`config.mk`:
```
export PLATFORM = sky130hd
export DESIGN_NAME = pcm_fifo_writer
export DESIGN_NICKNAME = d
export VERILOG_FILES = /design/src/rtl/pcm_pkg.sv /design/src/rtl/sat_counter.sv /design/src/rtl/pcm_fifo_writer.sv
export SDC_FILE = /design/constraint.sdc
export NUM_CORES = 1
export LEC_CHECK = 0
export BUFFER_PORTS_ARGS = -buffer_cell sky130_fd_sc_hd__buf_2
export CAP_MARGIN = 20
export CORE_MARGIN = 10
export CORE_UTILIZATION = 45
export DETAILED_ROUTE_END_ITERATION = 8
export PLACE_DENSITY_LB_ADDON = 0.3
export SYNTH_ARGS = -nofsm -noshare
export SYNTH_HDL_FRONTEND = slang
export SYNTH_SLANG_ARGS = --single-unit
```
`constraint.sdc`:
```
create_clock -name clk -period 5.3 [get_ports clk]
set_clock_uncertainty 0.15 [all_clocks]
set_input_delay 0 -clock clk [delete_from_list [all_inputs] [get_ports clk]]
set_output_delay 0 -clock clk [all_outputs]
set_load 0.02 [all_outputs]
```
`src/rtl/pcm_pkg.sv`:
```
// pcm_pkg -- shared types and constants for the PCM sample-to-byte-FIFO writer.
// Build option: define PCM_SYNC_HEADER_EN to add a HEADER state that emits
// SYNC_BYTE ahead of every packet. Without it the state type has no HEADER.
package pcm_pkg;

`ifdef PCM_SYNC_HEADER_EN
  typedef enum logic [1:0] {
    ST_IDLE   = 2'd0,
    ST_SEND   = 2'd1,
    ST_HEADER = 2'd2
  } pcm_state_t;
`else
  typedef enum logic [0:0] {
    ST_IDLE = 1'b0,
    ST_SEND = 1'b1
  } pcm_state_t;
`endif

  // Marker byte that leads each packet when the header option is built in.
  localparam logic [7:0] SYNC_BYTE = 8'hA5;

  // Number of bytes a sample is split into (width is a multiple of 8).
  function automatic int bytes_per_sample(input int sample_width);
    return sample_width / 8;
  endfunction

endpackage

```
`src/rtl/sat_counter.sv`:
```
// sat_counter -- up counter that sticks at all-ones instead of wrapping.
// clear has priority over inc; reset is asynchronous active-low.
module sat_counter #(
  parameter int WIDTH = 16
) (
  input  logic             clk,
  input  logic             rst_n,
  input  logic             inc,
  input  logic             clear,
  output logic [WIDTH-1:0] count
);

  logic [WIDTH-1:0] count_reg;

  // Count up on inc, hold once every bit is set.
  always_ff @(posedge clk or negedge rst_n) begin
    if (!rst_n) begin
      count_reg <= '0;
    end else if (clear) begin
      count_reg <= '0;
    end else if (inc && (count_reg != {WIDTH{1'b1}})) begin
      count_reg <= count_reg + 1'b1;
    end
  end

  assign count = count_reg;

endmodule

```
`src/rtl/pcm_fifo_writer.sv`:
```
// pcm_fifo_writer -- latches a PCM sample and writes it into a byte FIFO, one
// byte per non-full cycle, in LSB-first or MSB-first order.
// Build option: PCM_SYNC_HEADER_EN prefixes every packet with SYNC_BYTE.
// Samples arriving mid-packet are dropped and counted, except on the cycle of
// the final byte write, where a new sample starts the next packet directly.
module pcm_fifo_writer
  import pcm_pkg::*;
#(
  parameter int SAMPLE_WIDTH = 24,
  parameter int LSB_FIRST    = 1,
  parameter int DROP_W       = 16
) (
  input  logic                    clk,
  input  logic                    rst_n,
  input  logic                    enable_i,
  input  logic                    sample_valid_i,
  input  logic [SAMPLE_WIDTH-1:0] sample_i,
  input  logic                    fifo_full_i,
  output logic                    fifo_wr_en_o,
  output logic [7:0]              fifo_data_o,
  output logic                    busy_o,
  output logic [DROP_W-1:0]       drop_count_o
);

  localparam int BYTES = bytes_per_sample(SAMPLE_WIDTH);
  localparam int IDX_W = (BYTES > 1) ? $clog2(BYTES) : 1;
  localparam logic [IDX_W-1:0] LAST_IDX = IDX_W'(BYTES - 1);

`ifdef PCM_SYNC_HEADER_EN
  localparam pcm_state_t START_STATE = ST_HEADER;
`else
  localparam pcm_state_t START_STATE = ST_SEND;
`endif

  pcm_state_t              state_reg;
  logic [IDX_W-1:0]        idx_reg;
  logic [SAMPLE_WIDTH-1:0] sample_reg;

  logic       wr_en;
  logic       final_write;
  logic       accept_idle;
  logic       accept_b2b;
  logic       drop_pulse;
  logic [7:0] byte_sel [BYTES];

  // Byte view of the latched sample in transmit order: slot 0 goes out first.
  for (genvar gi = 0; gi < BYTES; gi++) begin : g_byte_order
    if (LSB_FIRST != 0) begin : g_lsb
      assign byte_sel[gi] = sample_reg[8*gi +: 8];
    end else begin : g_msb
      assign byte_sel[gi] = sample_reg[8*(BYTES-1-gi) +: 8];
    end
  end

  // A write happens on every non-idle cycle the FIFO can take it, so a full
  // FIFO freezes state, index and data without any extra bookkeeping.
  assign wr_en        = (state_reg != ST_IDLE) && !fifo_full_i;
  assign final_write  = (state_reg == ST_SEND) && wr_en && (idx_reg == LAST_IDX);
  assign accept_idle  = (state_reg == ST_IDLE) && sample_valid_i && enable_i;
  assign accept_b2b   = final_write && sample_valid_i && enable_i;
  assign drop_pulse   = (state_reg != ST_IDLE) && sample_valid_i && !accept_b2b;

  assign fifo_wr_en_o = wr_en;
  assign busy_o       = (state_reg != ST_IDLE);

  // Output byte is a pure decode of registered state so it holds while stalled.
  always_comb begin
    fifo_data_o = 8'h00;
    case (state_reg)
      ST_SEND:   fifo_data_o = byte_sel[idx_reg];
`ifdef PCM_SYNC_HEADER_EN
      ST_HEADER: fifo_data_o = SYNC_BYTE;
`endif
      default:   fifo_data_o = 8'h00;
    endcase
  end

  // Packet sequencer: accept in IDLE, step one byte per write, chain a new
  // sample on the final write when one is offered.
  always_ff @(posedge clk or negedge rst_n) begin
    if (!rst_n) begin
      state_reg  <= ST_IDLE;
      idx_reg    <= '0;
      sample_reg <= '0;
    end else begin
      case (state_reg)
        ST_IDLE: begin
          if (accept_idle) begin
            sample_reg <= sample_i;
            idx_reg    <= '0;
            state_reg  <= START_STATE;
          end
        end
`ifdef PCM_SYNC_HEADER_EN
        ST_HEADER: begin
          if (wr_en) begin
            state_reg <= ST_SEND;
          end
        end
`endif
        ST_SEND: begin
          if (wr_en) begin
            if (idx_reg == LAST_IDX) begin
              idx_reg <= '0;
              if (accept_b2b) begin
                sample_reg <= sample_i;
                state_reg  <= START_STATE;
              end else begin
                state_reg <= ST_IDLE;
              end
            end else begin
              idx_reg <= idx_reg + 1'b1;
            end
          end
        end
        default: begin
          state_reg <= ST_IDLE;
          idx_reg   <= '0;
        end
      endcase
    end
  end

  // Rejected samples are tallied; the count never wraps.
  sat_counter #(
    .WIDTH(DROP_W)
  ) u_drop_cnt (
    .clk  (clk),
    .rst_n(rst_n),
    .inc  (drop_pulse),
    .clear(1'b0),
    .count(drop_count_o)
  );

endmodule

```
; ---- Word level (Yosys, flattened, before mapping)
; Index checks and enable logic that the tools add are counted.
[totals]
mem_bits_ro = 0
mem_bits_rw = 0
ff_bits = 43
inputBits = 29
latch_bits = 0
mem_count = 0
word_cells = 47
[classes]
div = 0
mul = 0
order_cmp = 1
add_sub_neg = 2
shift = 0
eq_ne = 6
reduce_logical = 14
n_bitwise = 2
muxes = 18
[op_table]
columns = cell, count
row1 = 24-bit two-way mux, 4
row2 = 24-bit one-hot mux with 2 select lines, 1
row3 = 8-bit two-way mux, 3
row4 = 16-bit by 1-bit adder with 16-bit output (second input constant), 1
row5 = 8-bit binary-select mux with 2-bit select, 1
row6 = 16-bit inequality test (second input constant), 1
row7 = 1-bit logical AND, 10
row8 = 2-bit two-way mux, 3
row9 = 2-bit by 1-bit inequality test with 1-bit output (second input constant), 3
row10 = 1-bit two-way mux, 4
row11 = 2-bit one-hot mux with 2 select lines, 1
row12 = 4-bit AND reduction, 1
row13 = 3-bit greater-or-equal comparator (second input constant), 1
row14 = 2-bit inverter with 3-bit output, 1
row15 = 2-bit by 1-bit adder with 2-bit output (second input constant), 1
row16 = 2-bit == test (second input constant), 1
row17 = 1-bit zero test, 2
row18 = 2-bit inequality test (second input constant), 1
row19 = 1-bit one-hot mux with 2 select lines, 1
row20 = 2-bit AND reduction, 1
row21 = 1-bit inverter, 1

; ---- Depth between registers and ports, before layout
; Gate-level depths: netlist (run 1).
[logic_depth]
ltp_word = 10
mapped_depth = 6
mapped_depth_nobuf = 5

; ---- Cells and area by module
; From an unflattened synthesis (run 1), not the netlist that was laid out.
[hier_totals]
cells_unflattened = 202
hier_area_um2 = 2245.9
[modules_own_cells]
columns = module, seq_area_each_um2, cells_per_inst, area_per_inst_um2, n_inst
row1 = pcm_fifo_writer, 675.6, 104, 1303.8, 1
row2 = sat_counter, 400.4, 98, 942.2, 1

; ---- Worst setup path after synthesis (run 1)
; Ideal clock, no wire load.
[synth_timing]
path_kind = register -> register
start = register u_drop_cnt.count_reg[0], in the netlist u_drop_cnt.count[0]
end = register u_drop_cnt.count_reg[1], in the netlist u_drop_cnt.count[1]
required_time_ps = 5025
period_less_slack_ps = 2053
setup_time_ps = 125
arrival_time_ps = 1778
path_stages_with_launch = 7
path_slack_ps = 3247
cell_sequence = dfrtp_1 ha_1 buf_2 nand4_1 nor4_4 nor2_2 mux2_4
[synth_via]
elab_chain_cells = 2
elab_cells_between_ends = 3
cone_classes = 1 x add/sub / 1 x eq/ne / 1 x reduce/logical
[synth_rtl]
columns = element, line
row1 = "start, declared", sat_counter.sv:13  ; logic [WIDTH-1:0] count_reg;
row2 = "start signal, assigned", sat_counter.sv:22  ; count_reg <= count_reg + 1'b1;
row3 = "parallel branches: the longest is 2 deep, another holds 16-bit by 1-bit adder with 16-bit output", -
; Parallel ways; which one is timed is not known.
; A chain may end at the register's enable or synchronous reset.

; ---- Final worst setup path (run 1)
[layout_timing]
start = register idx_reg[1]
end = register sample_reg[20]
[layout_via]
elab_chain_cells = 6
elab_cells_between_ends = 7
cone_classes = 3 x eq/ne / 4 x reduce/logical
[layout_rtl]
columns = element, line
row1 = "start, declared", pcm_fifo_writer.sv:36  ; logic [IDX_W-1:0] idx_reg;
row2 = "start signal, assigned", pcm_fifo_writer.sv:112  ; idx_reg <= idx_reg + 1'b1;
row3 = 2-bit == test (*), "pcm_fifo_writer.sv:58, pcm_fifo_writer.sv:103"
row4 = 1-bit logical AND, pcm_fifo_writer.sv:58  ; assign final_write = (state_reg == ST_SEND) && wr_en && (idx_reg == LAST_IDX);
row5 = 1-bit logical AND (2 in series), pcm_fifo_writer.sv:60  ; assign accept_b2b = final_write && sample_valid_i && enable_i;
row6 = 2-bit by 1-bit inequality test with 1-bit output (no line), -
row7 = 4-bit AND reduction (no line) (*), -
row8 = "end signal, assigned", pcm_fifo_writer.sv:89  ; sample_reg <= sample_i;
row9 = "end signal, assigned", pcm_fifo_writer.sv:106  ; sample_reg <= sample_i;
row10 = "end, declared", pcm_fifo_writer.sv:37  ; logic [SAMPLE_WIDTH-1:0] sample_reg;
; Mark *: on every way between the ends. The rest lies on a longest branch, timed or not.

==> impl_metrics.csv, run 1 <==
group,metric,value,unit
outcome,status,"completed",
sta,finalHoldViolCount,0,
route,drtIter0Drc,100,
grt,grt_pass1_wl,8300,µm
synthesis,syn_area,2150,µm²
synthesis,synth-seq-cells,43,
sta,worst_pin_slew,0.944,ns
sta,relSlewSlack,37.1,%
route,drc_errors,0,
sta,timing.final.ws_setup,2.87,ns
clocking,cts_root_buf,"clkbuf_8",
finish,syn2layout_area_growth,32.6,%
worst_setup_path,worstReg2RegEnd,"sample_reg[20]",
grt,first_global_vias,1693,
route,dr_wl_met2,2300,µm
route,routed.top_layer,"met4",
worst_setup_path,rrSetupSlack,2.87,ns
sta,setup_viol_count_final,0,
place,gp_congestion,0.779,
pwr,p_leak,0.00136,µW
route,dr.pass1.iters,4,
worst_setup_path,r2r_cells,5,
grt,grt_start_max_net_pins,44,
route,route.met3.wl,332,µm
synthesis,syn-num-nets,214,
pwr,power,1420,µW
pwr,ir_worst_vdd,0.000187,V
worst_setup_path,start_kind,"flip-flop",
route,vias,1675,
finish,antenna_cells,0,
min_path,min_to,"idx_reg[1]",
finish,layout_commonest_cell,"buf_2",
floorplan,start_util,45.9,%
worst_setup_path,arrival,2.45,ns
finish,nets,295,
finish,layout_common_cells,"54 x buf_2, 43 x dfrtp_1, 29 x dlygate4sd3_1",
clocking,cts_resized,0,
synthesis,synth.yosys.seq_area_share,49.9,%
place,hpwlAfterDp,3360,µm
worst_setup_path,critPathKind,"reg2reg",
clocking,path_clk_slew,0.08,ns
route,viasPerCell,5.23,
worst_setup_path,cp.required,5.33,ns
sta,fmax,412,MHz
place,pre_cts_ws,2.59,ns
floorplan,boundaryPins,55,
synthesis,synth.distinct_cells,35,
sta,finalCritPeriodShare,45.8,%
sta,rsz0062_at_grt,"false",
clocking,clockBufferDepth,2,
min_path,hold_path_class,"in2reg",
synthesis,yosysWarnings,0,
grt,antenna_found_initial,0,
finish,largest_reg_flops,24,
min_path,min-delay-start,"sample_valid_i",
pwr,power.density,497,nW/µm²
clocking,cts_buffers,5,
min_path,min_path_cells,4,
sta,min_period,2.43,ns
grt,gr-total-overflow,0,
synthesis,synth_cells,184,
route,final_antenna_net_count,0,
clocking,insertion_delay,0.29,ns
floorplan,dieArea,7960,µm²
grt,grt_use_total,13.3,%
worst_setup_path,cp_max_fo,16,
clocking,cts_tree,"done",
synthesis,syn_avg_cell_area,11.7,µm²
floorplan,rows,25,
route,met1Wirelength,2230,µm
floorplan,coreArea,4690,µm²
route,drt_wl_total,4940,µm
job,maxCapViolations,0,
worst_setup_path,critPathCaptureType,"flip-flop",
clocking,cts.sinks,43,
sta,drv_slew,0,
route,wire_per_inst,15.4,µm
finish,layout-drive-gt1-share,36.5,%
place,io_buffer_count,54,
floorplan,die_w,89.2,µm
clocking,htreeDepth,2,
worst_setup_path,r2r-start,"idx_reg[1]",
sta,setup_tns,0,ns
floorplan,die_h,89.2,µm
[kinds of logic (layout without fill, tap and decap cells)]
kind of cell             after synthesis  in the layout  share of synthesized area, %
XOR/XNOR                              13             13                          5.28
flip-flops                            43             43                          49.9
adder cells (fa/ha/maj)                1              1                         0.581
AO/OA/AOI/OAI                         16             16                          5.40
buffers and inverters                 14             96                          3.37
AND/OR/NAND/NOR                       62             62                          17.5
multiplexers                          35             35                          17.9
[what timing repair did]
| action | CTS | global route |
|---|---|---|
| setup buffers | 0 | 0 |
| hold endpoints to repair | 70 | 0 |
| hold buffers | 29 | 0 |
[synthesized netlist by cell type]
master    instances  share of area, %
and3_1            1              0.29
buf_4             2              0.70
nor4b_1           1              0.41
nand2_1          15               2.6
ha_1              1              0.58
o311ai_4          1               1.2
xor2_1           13               5.3
nand2b_1          2              0.58
buf_6             1              0.52
and2_1            9               2.6
a41o_1            1              0.46
nand4_2           2               1.2
nand3_1           7               1.6
mux2_4            1              0.70
nor3_1            8               1.9
nand4_1           4               1.2
clkbuf_1          3              0.52
nor3b_1           1              0.35
mux2_2           25                13
inv_1             4              0.70
buf_2             4              0.93
o21ai_0           8               1.9
and4_4            1              0.52
o21ai_1           1              0.23
dfrtp_1          43                50
nor4_4            1              0.99
o211ai_1          2              0.70
nor2b_1           2              0.58
nor2_2            1              0.29
and4_1            2              0.81
o31ai_1           2              0.70
a21oi_1           1              0.23
mux2i_1           9               4.2
nor4_1            4               1.2
nand3_2           1              0.46
[report_power, final]
part	switching [µW]	internal, µW	leakage [µW]
logic	289	281	0.000773
clock network	108	152	0.0000612
registers	134	454	0.000531
[worst max-delay path, cell delays in order (launching register included)]
cell and delay [ns]:
dfrtp_1 0.72, nand2b_1 0.20, o21ai_1 0.18, nor2b_2 0.44, buf_6 0.26, mux2_2 0.36
[final cells by class]
| class | instances | area (µm²) |
|---|---|---|
| Sequential cell | 43 | 1080 |
| Clock inverter | 2 | 35.0 |
| Inverter | 4 | 15.0 |
| Timing Repair Buffer | 84 | 572 |
| Multi-Input combinational cell | 127 | 1010 |
| Clock buffer | 6 | 82.6 |
| Tap cell | 54 | 67.6 |
| Fill cell | 400 | 1840 |
[metal layers]
metal,GRT usage (%),up-vias
met1,17.4,801
met3,4.28,9
met4,4.48,0
met5,0,-
met2,20.1,48
li1,-,817
[stage by stage]
stage	area (µm²)	hold slack (ns)	utilization [%]	instances
floorplan	2150	-0.446	-	184
global placement	2440	0.0616	51.9	282
detailed placement	2440	0.0625	51.9	282
CTS	2850	0.00166	60.6	319
global route	2860	0.0677	60.9	320
finish	2860	0.0163	60.9	320
[worst max path at each step]
| stage | cells after the start | end | from | slack [ns] |
|---|---|---|---|---|
| finish | 5 | sample_reg[20] | idx_reg[1] | 2.87 |
| global placement | 4 | sample_reg[17] | idx_reg[1] | 2.61 |
| detailed placement | 4 | sample_reg[8] | idx_reg[1] | 2.59 |
| global route | 5 | sample_reg[19] | idx_reg[1] | 2.75 |
| floorplan | 6 | u_drop_cnt.count[1] | u_drop_cnt.count[0] | 3.25 |
| CTS | 4 | sample_reg[1] | idx_reg[1] | 2.55 |
Note: power is estimated with default switching activity, not from simulation.
==> run 2: changes to the inputs <==
--- a/config.mk
+++ b/config.mk
@@ -5,6 +5,7 @@
 export SDC_FILE = /design/constraint.sdc
 export NUM_CORES = 1
 export LEC_CHECK = 0
+export ABC_AREA = 1
 export BUFFER_PORTS_ARGS = -buffer_cell sky130_fd_sc_hd__buf_2
 export CAP_MARGIN = 20
 export CORE_MARGIN = 10
==> constraint.sdc (replaced) <==
create_clock -name clk -period 2.1 [get_ports clk]
set_clock_uncertainty 0.15 [all_clocks]
set_input_delay 0 -clock clk [delete_from_list [all_inputs] [get_ports clk]]
set_output_delay 0 -clock clk [all_outputs]
set_load 0.02 [all_outputs]
==> run 2 against run 1 <==
  * Global-route usage is 1.7 points higher
  * Sequential cell count unchanged
  * Clock power increased by 130%
  * Register-to-register slack worse by 2.6 ns
==> impl_metrics.csv, run 2 <==
group,metric,value,unit
worst_setup_path,critPathMaxStageDelay,0.42,ns
finish,stdcell_count,481,
clocking,cts_hold_buf,29,
clocking,cts_tree,"done",
sta,setup_tns,0,ns
synthesis,syn_area,2360,µm²
synthesis,synth-edff-count,0,
place,dpl_cell_area,2700,µm²
worst_setup_path,r2r_cells,9,
floorplan,die_w,92.4,µm
clocking,insertion_delay,0.29,ns
sta,drv_slew,0,
place,place_inst,444,
place,hpwlAfterDp,4330,µm
synthesis,synth_common_cells,"148 x nand2_1, 48 x nand3_1, 43 x dfrtp_1, 24 x inv_1, 14 x nor2_1",
route,wire_per_inst,12.9,µm
worst_setup_path,cp.required,1.95,ns
grt,grt_use_total,15.0,%
pwr,p_leak,0.00165,µW
worst_setup_path,arrival,1.75,ns
synthesis,synth_cells,325,
floorplan,coreArea,5110,µm²
sta,rsz0062_at_grt,"false",
synthesis,synth.distinct_cells,20,
synthesis,yosysMostFrequentCell,"nand2_1",
worst_setup_path,path_cells,"buf_4 > inv_1 > nand2_1 > inv_1 > nand2_1 > a31oi_1 > buf_2",
job,maxCapViolations,0,
synthesis,synth-main-ff-cell,"dfrtp_1",
clocking,clockBufferDepth,2,
worst_setup_path,critPathCaptureType,"output port",
worst_setup_path,start_kind,"flip-flop",
clocking,htreeDepth,2,
pwr,power.density,1200,nW/µm²
synthesis,yosys.area.top_type_share,45.6,%
sta,fmax,527,MHz
worst_setup_path,r2r-start,"u_drop_cnt.count[0]",
synthesis,yosysWarnings,0,
floorplan,dieArea,8540,µm²
route,viasPerCell,4.82,
synthesis,synth-seq-cells,43,
grt,first_global_vias,2239,
synthesis,ys_async_sr_fraction,100,%
synthesis,synthTopCellsByArea,"dfrtp_1 46%, nand2_1 24%, nand3_1 10%",
finish,layout_commonest_cell,"nand2_1",
floorplan,die_h,92.4,µm
worst_setup_path,cp_max_fo,10,
outcome,status,"completed",
route,drtIter0Drc,158,
finish,utilization,60.5,%
clocking,cts_setup_buffers,0,
worst_setup_path,cp_top_family,"buffers and inverters",
route,drc_errors,0,
clocking,cts_root_buf,"clkbuf_8",
finish,antenna_cells,0,
synthesis,synth_top_area_cell,"dfrtp_1",
floorplan,rows,26,
sta,relSlewSlack,69.5,%
sta,worst_pin_slew,0.457,ns
worst_setup_path,path_buf_inv,4,
clocking,cts.sinks,43,
finish,layout_common_cells,"148 x nand2_1, 54 x buf_2, 48 x nand3_1",
place,gp_congestion,0.881,
worst_setup_path,worstReg2RegEnd,"u_drop_cnt.count[2]",
synthesis,synth.yosys.seq_area_share,45.6,%
floorplan,start_util,46.2,%
route,final_antenna_net_count,0,
grt,grt_start_max_net_pins,27,
floorplan,boundaryPins,55,
place,io_buffer_count,54,
synthesis,syn_avg_cell_area,7.26,µm²
sta,finalHoldViolCount,0,
finish,layout-drive-gt1-share,21.2,%
route,vias,2317,
route,drt_wl_total,6200,µm
sta,setup_viol_count_final,0,
route,dr.pass1.iters,4,
finish,nets,440,
worst_setup_path,rrSetupSlack,0.24,ns
worst_setup_path,slowest_stage,"dfrtp_1",
sta,finalCritPeriodShare,90.4,%
synthesis,syn-num-nets,355,
pwr,ir_worst_vdd,0.000704,V
clocking,cts_buffers,5,
finish,largest_reg_flops,24,
finish,syn2layout_area_growth,31.1,%
worst_setup_path,critPathKind,"reg2out",
grt,gr-total-overflow,0,
finish,fin_area,3090,µm²
grt,antenna_found_initial,0,
min_path,hold_path_class,"in2async",
clocking,cts_resized,0,
clocking,path_clk_slew,0.09,ns
grt,grt_pass1_wl,10600,µm
sta,min_period,1.90,ns
==> run 2: cell count changes after synthesis, moves of 7 or more <==
cell     before  now
and2_1        9    0
nor3_1        8    0
inv_1         4   24
nand3_1       7   48
mux2i_1       9    0
nand2_1      15  148
o21ai_2       0    7
mux2_2       25    0
xor2_1       13    5
nor2_1        0   14
==> run 2: worst reg2reg max path, stage by stage, from the launching register on <==
cell and delay (ns):
dfrtp_1 0.43, ha_1 0.26, nand2_1 0.13, nor2_4 0.05
nand2_2 0.11, nor2_4 0.05, nor2_4 0.17, buf_4 0.28
nand2_1 0.10, o21ai_2 0.06
==> run 2: logic make-up after synthesis <==
logic type	count (synthesis)	synth area share (%)
AND/OR/NAND/NOR	224	40.8
XOR/XNOR	5	1.86
AO/OA/AOI/OAI	13	4.03
adder cells (fa/ha/maj)	1	0.530
buffers and inverters	39	7.16
flip-flops	43	45.6
==> run 2: per-layer routing <==
metal | global-route usage (%) | wire (µm) | vias up
met3 | 2.99 | 439 | 4
li1 | - | - | 1189
met5 | 0 | 0 | -
met1 | 19.6 | 2730 | 1055
met2 | 23.7 | 2970 | 69
met4 | 5.91 | 63 | 0
==> run 2: how the worst max path moves through the flow <==
stage,cells past startpoint,start,endpoint
final,7,idx_reg[0],fifo_data_o[5]
after global routing,7,idx_reg[0],fifo_data_o[5]
after CTS,7,idx_reg[0],fifo_data_o[5]
after detailed placement,9,u_drop_cnt.count[0],u_drop_cnt.count[2]
after global placement,9,u_drop_cnt.count[0],u_drop_cnt.count[7]
after floorplan,9,u_drop_cnt.count[1],u_drop_cnt.count[3]
==> run 2: area by class of cell <==
cell class / count / area, µm²
fill: 481 / 2020
tap: 70 / 87.6
sequential: 43 / 1080
clock buffer: 7 / 96.3
timing repair buffer: 89 / 606
inverter: 28 / 105
clock inverter: 1 / 7.51
multi-input combinational: 243 / 1110
==> run 2: stage by stage <==
stage / power (µW) / worst slack (ns) / hold slack, ns
after CTS: 3720 / 0.192 / 0.0473
after global placement: 3040 / 0.341 / -0.173
after floorplan: 2560 / 0.373 / -0.446
final: 3700 / 0.201 / 0.0469
after detailed placement: 3080 / 0.267 / -0.163
after global routing: 4000 / 0.0543 / 0.0956
==> run 2: power by group <==
part / switching (µW) / internal [µW] / leakage, µW
registers: 246 / 1150 / 0.000549
logic: 1110 / 599 / 0.00105
clock network: 288 / 299 / 0.0000505
==> run 3: changes to the inputs <==
--- a/config.mk
+++ b/config.mk
@@ -5,7 +5,6 @@
 export SDC_FILE = /design/constraint.sdc
 export NUM_CORES = 1
 export LEC_CHECK = 0
-export ABC_AREA = 1
 export BUFFER_PORTS_ARGS = -buffer_cell sky130_fd_sc_hd__buf_2
 export CAP_MARGIN = 20
 export CORE_MARGIN = 10
==> run 3 against run 2 <==
  * Fmax increased by 2.0%
  * Clock power decreased by 4.4%
  * First-iteration DRC count decreased by 20%
  * Register-to-register slack about the same
  * Setup slack improved by 0.038 ns
  * Total power decreased by 3.3%
  * Largest cell class is now flip-flops and latches
==> impl_metrics.csv, run 3 (synthesis gave the netlist of run 1 again) <==
group,metric,value,unit
floorplan,start_util,45.9,%
job,maxCapViolations,0,
place,pre_cts_ws,0.284,ns
finish,stdcell_count,328,
floorplan,die_w,89.2,µm
outcome,status,"completed",
clocking,cts.sinks,43,
route,drtIter0Drc,127,
place,io_buffer_count,54,
place,hpwlAfterDp,3660,µm
finish,syn2layout_area_growth,34.8,%
sta,setup_viol_count_final,0,
clocking,clockBufferDepth,2,
sta,worst_pin_slew,0.486,ns
place,dpl_cell_area,2520,µm²
worst_setup_path,arrival,1.92,ns
min_path,min_path_cells,4,
finish,nets,303,
grt,grt_use_total,14.0,%
finish,fin_area,2910,µm²
finish,fillers,391,
route,viasPerCell,5.21,
clocking,path_clk_slew,0.08,ns
clocking,cts_setup_buffers,0,
sta,setup_tns,0,ns
sta,min_period,1.86,ns
grt,grt_start_max_net_pins,25,
sta,drv_slew,0,
route,drt_wl_total,5140,µm
sta,finalCritPeriodShare,88.6,%
sta,fmax,537,MHz
worst_setup_path,path_cells,"ha_1 > buf_4 > a41o_1 > nor4_1 > xor2_1",
finish,layout_common_cells,"54 x buf_2, 43 x dfrtp_1, 28 x dlygate4sd3_1",
floorplan,coreArea,4690,µm²
worst_setup_path,critPathMaxStageDelay,0.43,ns
min_path,hold_path_class,"in2reg",
clocking,cts_root_buf,"clkbuf_8",
finish,seqCellArea,1080,µm²
floorplan,dieArea,7960,µm²
finish,layout_commonest_cell,"buf_2",
worst_setup_path,start_kind,"flip-flop",
route,dr.pass1.iters,5,
route,drc_errors,0,
sta,rsz0062_at_grt,"false",
grt,antenna_found_initial,0,
sta,finalHoldViolCount,0,
sta,relSlewSlack,67.5,%
route,wire_per_inst,15.7,µm
finish,largest_reg_flops,24,
grt,gr-total-overflow,0,
clocking,htreeDepth,2,
worst_setup_path,cp_max_fo,9,
pwr,power.density,1230,nW/µm²
route,vias,1709,
finish,multi_input_area,1010,µm²
pwr,ir_worst_vdd,0.000552,V
finish,antenna_cells,0,
sta,whs,0.0125,ns
worst_setup_path,cp.required,2.16,ns
sta,timing.final.ws_setup,0.239,ns
clocking,cts_buffers,5,
finish,layout-drive-gt1-share,38.3,%
worst_setup_path,r2r_cells,5,
place,gp_congestion,0.846,
pwr,p_leak,0.00140,µW
route,final_antenna_net_count,0,
worst_setup_path,critPathKind,"reg2reg",
grt,grt_pass1_wl,8610,µm
place,place_inst,292,
floorplan,die_h,89.2,µm
worst_setup_path,slowest_stage,"dfrtp_1",
clocking,cts_tree,"done",
floorplan,boundaryPins,55,
clocking,insertion_delay,0.29,ns
grt,first_global_vias,1765,
worst_setup_path,critPathCaptureType,"flip-flop",
floorplan,rows,25,
## run 3: cell count changes in the layout (fill, tap and decap cells not counted), moves of 9 or more
cell	change
mux2i_1	+9
inv_1	-20
nor2_1	-14
nand2_1	-133
nand3_1	-41
and2_1	+9
mux2_2	+25
## run 3: area by class of cell
| type | count | area share, % |
|---|---|---|
| Tap cell | 54 | 2.33 |
| Clock buffer | 8 | 3.45 |
| Multi-Input combinational cell | 127 | 34.7 |
| Timing Repair Buffer | 92 | 22.0 |
| Inverter | 4 | 0.517 |
| Sequential cell | 43 | 37.0 |
## run 3: timing repair
action / 4_1_cts / 5_1_grt
endpoints found under the hold margin: 69 / 0
gates resized for setup: 0 / 0
hold buffers: 28 / 0
## run 3: power breakdown
group | internal (µW) | switching [µW] | total [µW]
combinational | 778 | 857 | 1640
clock | 300 | 262 | 562
sequential | 1150 | 232 | 1380
total | 2220 | 1350 | 3580
## run 3: path summary, 6_finish.rpt
path	to	from	slack (ns)
hold / removal	idx_reg[0]	sample_valid_i	0.01
setup reg to reg	u_drop_cnt.count[13]	u_drop_cnt.count[0]	0.24
max in group asynchronous	sample_reg[0]	rst_n	1.20
hold reg to reg	sample_reg[23]	sample_reg[23]	0.36
setup / recovery	u_drop_cnt.count[13]	u_drop_cnt.count[0]	0.24
min in group asynchronous	sample_reg[23]	rst_n	0.05
## run 3: routing by layer
| metal | vias up | global-route usage, % | wire length, µm |
|---|---|---|---|
| met5 | - | 0 | 0 |
| met4 | 0 | 3.90 | 89 |
| met3 | 10 | 4.74 | 286 |
| met2 | 53 | 22.9 | 2430 |
| met1 | 807 | 17.2 | 2330 |
| li1 | 839 | - | - |
## run 3: critical path: cells and delay by family, from the launching register on
family                     cells  cell delay [ns]
buffers and inverters          1             0.17
xor gates and xnor gates       1             0.19
and+or+nand+nor                1             0.41
adders and majority gates      1             0.24
AOI/OAI and AO/OA              1             0.20
DFF                            1             0.43
## run 3: stage by stage
step | util [%] | total power [µW]
floorplan | - | 2480
global placement | 53.8 | 2950
detailed placement | 53.8 | 2990
CTS | 61.9 | 3620
global route | 61.9 | 3840
finish | 61.9 | 3580
